--- config.mk ---
export PLATFORM = sky130hd
export DESIGN_NAME = pong_game_ctrl
export DESIGN_NICKNAME = d
export VERILOG_FILES = /design/src/rtl/pong_pkg.sv /design/src/rtl/frame_tick.sv /design/src/rtl/pong_game_ctrl.sv
export SDC_FILE = /design/constraint.sdc
export NUM_CORES = 1
export LEC_CHECK = 0
export ABC_AREA = 1
export CORE_ASPECT_RATIO = 0.5
export CORE_MARGIN = 4
export CORE_UTILIZATION = 45
export DETAILED_ROUTE_END_ITERATION = 10
export HOLD_SLACK_MARGIN = 0.15
export PLACE_DENSITY = 0.79
export SYNTH_ARGS = -nofsm -noshare
export SYNTH_HDL_FRONTEND = slang
export SYNTH_SLANG_ARGS = --single-unit
--- constraint.sdc ---
create_clock -name clk -period 1.5 [get_ports clk]
set_clock_uncertainty 0.15 [all_clocks]
set_input_delay 0.3 -clock clk [delete_from_list [all_inputs] [get_ports clk]]
set_output_delay 0.3 -clock clk [all_outputs]
set_load 0.05 [all_outputs]
--- src/rtl/pong_pkg.sv ---
// ============================================================================
// pong_pkg : shared state encoding and widths for the pong match sequencer
// Revision : 1.0
// ============================================================================
`default_nettype none

package pong_pkg;

  typedef enum logic [2:0] {
    ST_IDLE  = 3'd0,
    ST_SERVE = 3'd1,
    ST_PLAY  = 3'd2,
    ST_POINT = 3'd3,
    ST_OVER  = 3'd4
  } pong_state_t;

  localparam int SCORE_W = 4;
  localparam int SPEED_W = 2;
  localparam int X_W     = 10;
  localparam int Y_W     = 9;

endpackage

`default_nettype wire

--- src/rtl/frame_tick.sv ---
// ============================================================================
// frame_tick : one-cycle registered strobe on the first clock of x==0,y==FRAME_Y
// Revision   : 1.0
// ============================================================================
`default_nettype none

module frame_tick
  import pong_pkg::*;
#(
  parameter int FRAME_Y = 480
) (
  input  logic           clk,
  input  logic           rst,
  input  logic [X_W-1:0] x,
  input  logic [Y_W-1:0] y,
  output logic           tick
);

  logic match;
  logic match_d;

  assign match = (x == '0) && (y == Y_W'(FRAME_Y));

  // Rising edge only, so a raster that stalls on the boundary still ticks once.
  always_ff @(posedge clk) begin
    if (rst) begin
      match_d <= 1'b0;
      tick    <= 1'b0;
    end else begin
      match_d <= match;
      tick    <= match & ~match_d;
    end
  end

endmodule

`default_nettype wire

--- src/rtl/pong_game_ctrl.sv ---
// ============================================================================
// pong_game_ctrl : match FSM, scores, serve direction and step/serve commands.
//                  Optional ball speed-up on paddle hits: PONG_CTRL_SPEEDUP_EN
// Revision       : 1.0
// ============================================================================
`default_nettype none

module pong_game_ctrl
  import pong_pkg::*;
#(
  parameter int FRAME_Y          = 480,
  parameter int SERVE_FRAMES     = 60,
  parameter int POINT_FRAMES     = 30,
  parameter int WIN_SCORE        = 9,
  parameter int HITS_PER_SPEEDUP = 4
) (
  input  logic               clk,
  input  logic               rst,
  input  logic [X_W-1:0]     x,
  input  logic [Y_W-1:0]     y,
  input  logic               start,
  input  logic               hit,
  input  logic               miss_l,
  input  logic               miss_r,
  output logic               step,
  output logic               serve,
  output logic               serve_dir,
  output logic [SPEED_W-1:0] speed,
  output logic [SCORE_W-1:0] score_l,
  output logic [SCORE_W-1:0] score_r,
  output logic [2:0]         state,
  output logic               game_over
);

  localparam int MAX_FRAMES = (SERVE_FRAMES > POINT_FRAMES) ? SERVE_FRAMES : POINT_FRAMES;
  localparam int CNT_W      = (MAX_FRAMES > 0) ? $clog2(MAX_FRAMES + 1) : 1;

  pong_state_t      cur;
  pong_state_t      nxt;
  logic             tick;
  logic             start_d;
  logic             start_rise;
  logic [CNT_W-1:0] frame_cnt;
  logic             win;

  frame_tick #(.FRAME_Y(FRAME_Y)) u_frame_tick (
    .clk  (clk),
    .rst  (rst),
    .x    (x),
    .y    (y),
    .tick (tick)
  );

  assign start_rise = start & ~start_d;
  assign win        = (score_l == SCORE_W'(WIN_SCORE)) || (score_r == SCORE_W'(WIN_SCORE));

  always_ff @(posedge clk) begin
    if (rst) cur <= ST_IDLE;
    else     cur <= nxt;
  end

  always_comb begin
    nxt = cur;
    case (cur)
      ST_IDLE:  if (start_rise) nxt = ST_SERVE;
      ST_SERVE: if (tick && frame_cnt == CNT_W'(SERVE_FRAMES - 1)) nxt = ST_PLAY;
      ST_PLAY:  if (miss_l || miss_r) nxt = ST_POINT;
      ST_POINT: if (tick && frame_cnt == CNT_W'(POINT_FRAMES - 1)) nxt = win ? ST_OVER : ST_SERVE;
      ST_OVER:  if (start_rise) nxt = ST_SERVE;
      default:  nxt = ST_IDLE;
    endcase
  end

  always_comb begin
    step      = tick && (cur == ST_PLAY);
    game_over = (cur == ST_OVER);
    state     = cur;
  end

  always_ff @(posedge clk) begin
    if (rst) begin
      start_d   <= 1'b0;
      serve     <= 1'b0;
      frame_cnt <= '0;
      score_l   <= '0;
      score_r   <= '0;
      serve_dir <= 1'b1;
    end else begin
      start_d <= start;
      // serve lines up with the first cycle that state reads SERVE
      serve   <= (nxt == ST_SERVE) && (cur != ST_SERVE);
      if (nxt != cur)  frame_cnt <= '0;
      else if (tick)   frame_cnt <= frame_cnt + CNT_W'(1);
      case (cur)
        ST_IDLE: if (start_rise) serve_dir <= 1'b1;
        ST_PLAY: begin
          if (miss_l && !miss_r) begin
            score_r   <= score_r + SCORE_W'(1);
            serve_dir <= 1'b0;
          end else if (miss_r && !miss_l) begin
            score_l   <= score_l + SCORE_W'(1);
            serve_dir <= 1'b1;
          end
        end
        ST_OVER: if (start_rise) begin
          score_l   <= '0;
          score_r   <= '0;
          serve_dir <= 1'b1;
        end
        default: ;
      endcase
    end
  end

`ifdef PONG_CTRL_SPEEDUP_EN
  localparam int HIT_W = (HITS_PER_SPEEDUP > 1) ? $clog2(HITS_PER_SPEEDUP) : 1;

  logic [HIT_W-1:0] hit_cnt;

  always_ff @(posedge clk) begin
    if (rst || serve) begin
      hit_cnt <= '0;
      speed   <= SPEED_W'(1);
    end else if (cur == ST_PLAY && hit) begin
      if (hit_cnt == HIT_W'(HITS_PER_SPEEDUP - 1)) begin
        hit_cnt <= '0;
        if (speed != SPEED_W'(3)) speed <= speed + SPEED_W'(1);
      end else begin
        hit_cnt <= hit_cnt + HIT_W'(1);
      end
    end
  end
`else
  logic unused_hit;

  assign speed      = SPEED_W'(1);
  assign unused_hit = hit ^ (HITS_PER_SPEEDUP == 0);
`endif

endmodule

`default_nettype wire

==> flow_summary.toml <==
[run_status]
status = "finished with violations"
violations = "setup timing"

[sta]
min_period_over_period_pct = 110
rsz0062_at_grt = "true"
fin_crit_ns = 1.64
fin_ws_ns = -0.143
finalSetupViolCount = 19
slew_viol_final = 0
finalHoldViolCount = 0
max_freq_ghz = 0.609

[synth]
synth_area_um2 = 1230
synthMuxAreaShare_pct = 0
synth_seq_area_share_pct = 35.7
syn_nets = 211
synth-compound-area-share_pct = 5.98
ys_ff_latch = 22
syn-instance-count = 180
yosys.area_share.simple_pct = 37.7
yosysUniqueCellTypes = 29
synth-xor-area-share_pct = 4.97
ys_warn_count = 0
synth_fa_ha_area_share_pct = 6.09
syn_avg_cell_area_um2 = 6.85
synth_top_family_by_area = "simple AND/OR/NAND/NOR gates"

[cts]
cts_buffer_depth = 2
htreeDepth = 1
clockRootBuffer = "clkbuf_8"
cts_tree = "yes"
clock-sinks = 22
path_clk_slew_ns = 0.09
numCtsBuffers = 3
clk_latency_ns = 0.28
ctsHoldBuffers = 0

[grt]
grt_max_degree = 14
antenna_found_initial = 0
grt_overflow = 0
track_usage_pct = 23.6
grt_pass1_vias = 1404
grt_pass1_wl_mm = 6.47

[placement]
place.gp.congestion = 0.826
port_buffers = 38
place_area_um2 = 1950
placed_cells = 265
dp_hpwl_mm = 2.74

[critical_path]
critical_path_buf_inv_count = 3
required_ns = 1.05
cp_max_fo = 5
crit_chain = "buf_4, inv_1, nor2_4, buf_12"
cp-start-kind = "register"
slowest_delay_ns = 0.39
critical_path.slowest_cell = "dfxtp_1"
arrival_ns = 1.19
path_class = "reg -> out"
r2r_slack_ns = -0.13
end_kind = "output port"
crit_family = "flip-flops"

[run]
max-cap-violations = 0

[final_layout]
fin_nets = 283
syn2layout_area_growth_pct = 92.8
n_antenna_cell = 0
fin_cells = 288
final_layout_size_suffix_gt1_share_pct = 41.8
final_area_um2 = 2380

[route]
top_layer_used = "met4"
drt_iter0_markers = 106
m1WireLength_mm = 2.14
dr.pass1.iters = 5
antenna_left = 0
routed_via_density = 5.66
routed_wirelength_mm = 5.73
vias = 1630
route.met2.wl_mm = 2.81
wl_met3_um = 410
drt-wirelength-per-cell_um = 19.9
drcViolationCount = 0

[pwr]
ir_drop_mv = 0.362
leakagePower_nw = 0.977
p_per_area_nw_per_um2 = 585

[floorplan]
ioPinCount = 42
die_w_um = 82.0
start_util_pct = 47.4
die_area_um2 = 3690
die_y_um = 45.0
core-area_um2 = 2600
rows = 13

[min_path]
hp-class = "reg -> reg"
==> layer usage <==
layer,global-route usage [%],up-vias
met5,0,-
met4,12.6,0
met3,6.37,41
met2,43.2,120
met1,25.4,765
li1,-,704
==> cell usage in the layout, fill, tap and decap left out, types with 2 or more instances in the layout <==
master / instances
a21oi_1: 4
a21oi_2: 2
buf_12: 16
buf_4: 27
buf_6: 5
clkbuf_8: 3
clkdlybuf4s50_1: 22
conb_1: 2
dfxtp_1: 13
dfxtp_4: 8
ha_1: 4
ha_4: 2
inv_1: 14
inv_2: 6
inv_4: 2
nand2_1: 32
nand2_2: 6
nand2_4: 5
nand3_1: 9
nand3_4: 2
nor2_1: 22
nor2_2: 3
nor2_4: 6
nor3_1: 2
nor3_4: 2
nor4_1: 4
o21ai_0: 2
o21ai_1: 3
o21ai_4: 2
xnor2_1: 4
xor2_1: 3
==> sequential cells by signal (all words and copies together), names as in the netlist <==
register,cells
start_d,1
u_frame_tick.tick,1
score_r,4
state,3
serve_dir,1
score_l,4
u_frame_tick.match_d,1
frame_cnt,6
serve,1
==> power breakdown <==
| group | internal [W] | switching [W] |
|---|---|---|
| clock network | 0.000358 | 0.000232 |
| logic | 0.000111 | 0.000103 |
| registers | 0.000577 | 0.0000101 |
==> path summary, 6_finish.rpt <==
check / from / end / cells past startpoint
max reg2reg: state[0] / score_r[2] / 9
max: u_frame_tick.tick / step / 4
min reg2reg: u_frame_tick.match_d / u_frame_tick.tick / 1
min: u_frame_tick.match_d / u_frame_tick.tick / 1
==> through the flow <==
| step | total power (W) | setup WS (ns) | hold slack, ns | utilization [%] | setup TNS (ns) |
|---|---|---|---|---|---|
| floorplan | 0.000678 | 0.00925 | 0.218 | - | 0 |
| global placement | 0.000773 | -0.316 | 0.223 | 74.9 | -4.66 |
| detailed placement | 0.000778 | -0.364 | 0.226 | 74.9 | -5.17 |
| CTS | 0.00135 | -0.102 | 0.240 | 82.2 | -0.813 |
| global route | 0.00142 | -0.172 | 0.268 | 91.4 | -2.37 |
| finish | 0.00139 | -0.143 | 0.263 | 91.4 | -1.27 |
==> area by class of cell <==
type | count | area [µm²]
Clock buffer | 3 | 41.3
Clock inverter | 1 | 30.0
Fill cell | 97 | 224
Inverter | 23 | 96.3
Multi-Input combinational cell | 131 | 885
Sequential cell | 22 | 472
Tap cell | 37 | 46.3
Timing Repair Buffer | 71 | 808
==> logic make-up (layout without fill, tap and decap cells) <==
| family | count (synthesis) | count (layout) |
|---|---|---|
| AOI/OAI and AO/OA | 14 | 14 |
| xor gates and xnor gates | 7 | 7 |
| adders and majority gates | 6 | 6 |
| buffers and inverters | 27 | 98 |
| DFF | 22 | 22 |
| other | 2 | 2 |
| and+or+nand+nor | 102 | 102 |
==> synthesized netlist by cell type (all sizes together) <==
library cell   n  area share (%)
a21oi          6             2.4
conb           2            0.61
ha             6             6.1
nand2         43              14
xor2           3             2.1
xnor2          4             2.8
nand3         12             5.7
nor2          31             9.6
clkbuf         2            0.71
inv           23             7.0
nor4           4             2.0
or2            3             1.5
and2           2             1.0
nor3           5             2.4
buf            2             1.2
o21ai          8             3.5
dfxtp         22              36
nand4          2             1.5
==> what timing repair did <==
action | in CTS | in global routing
pin swaps | 13 | 19
setup endpoints to repair | 15 | 21
resized for setup | 18 | 45
setup buffers | 8 | 11
Power figures use the tool's default switching activity.
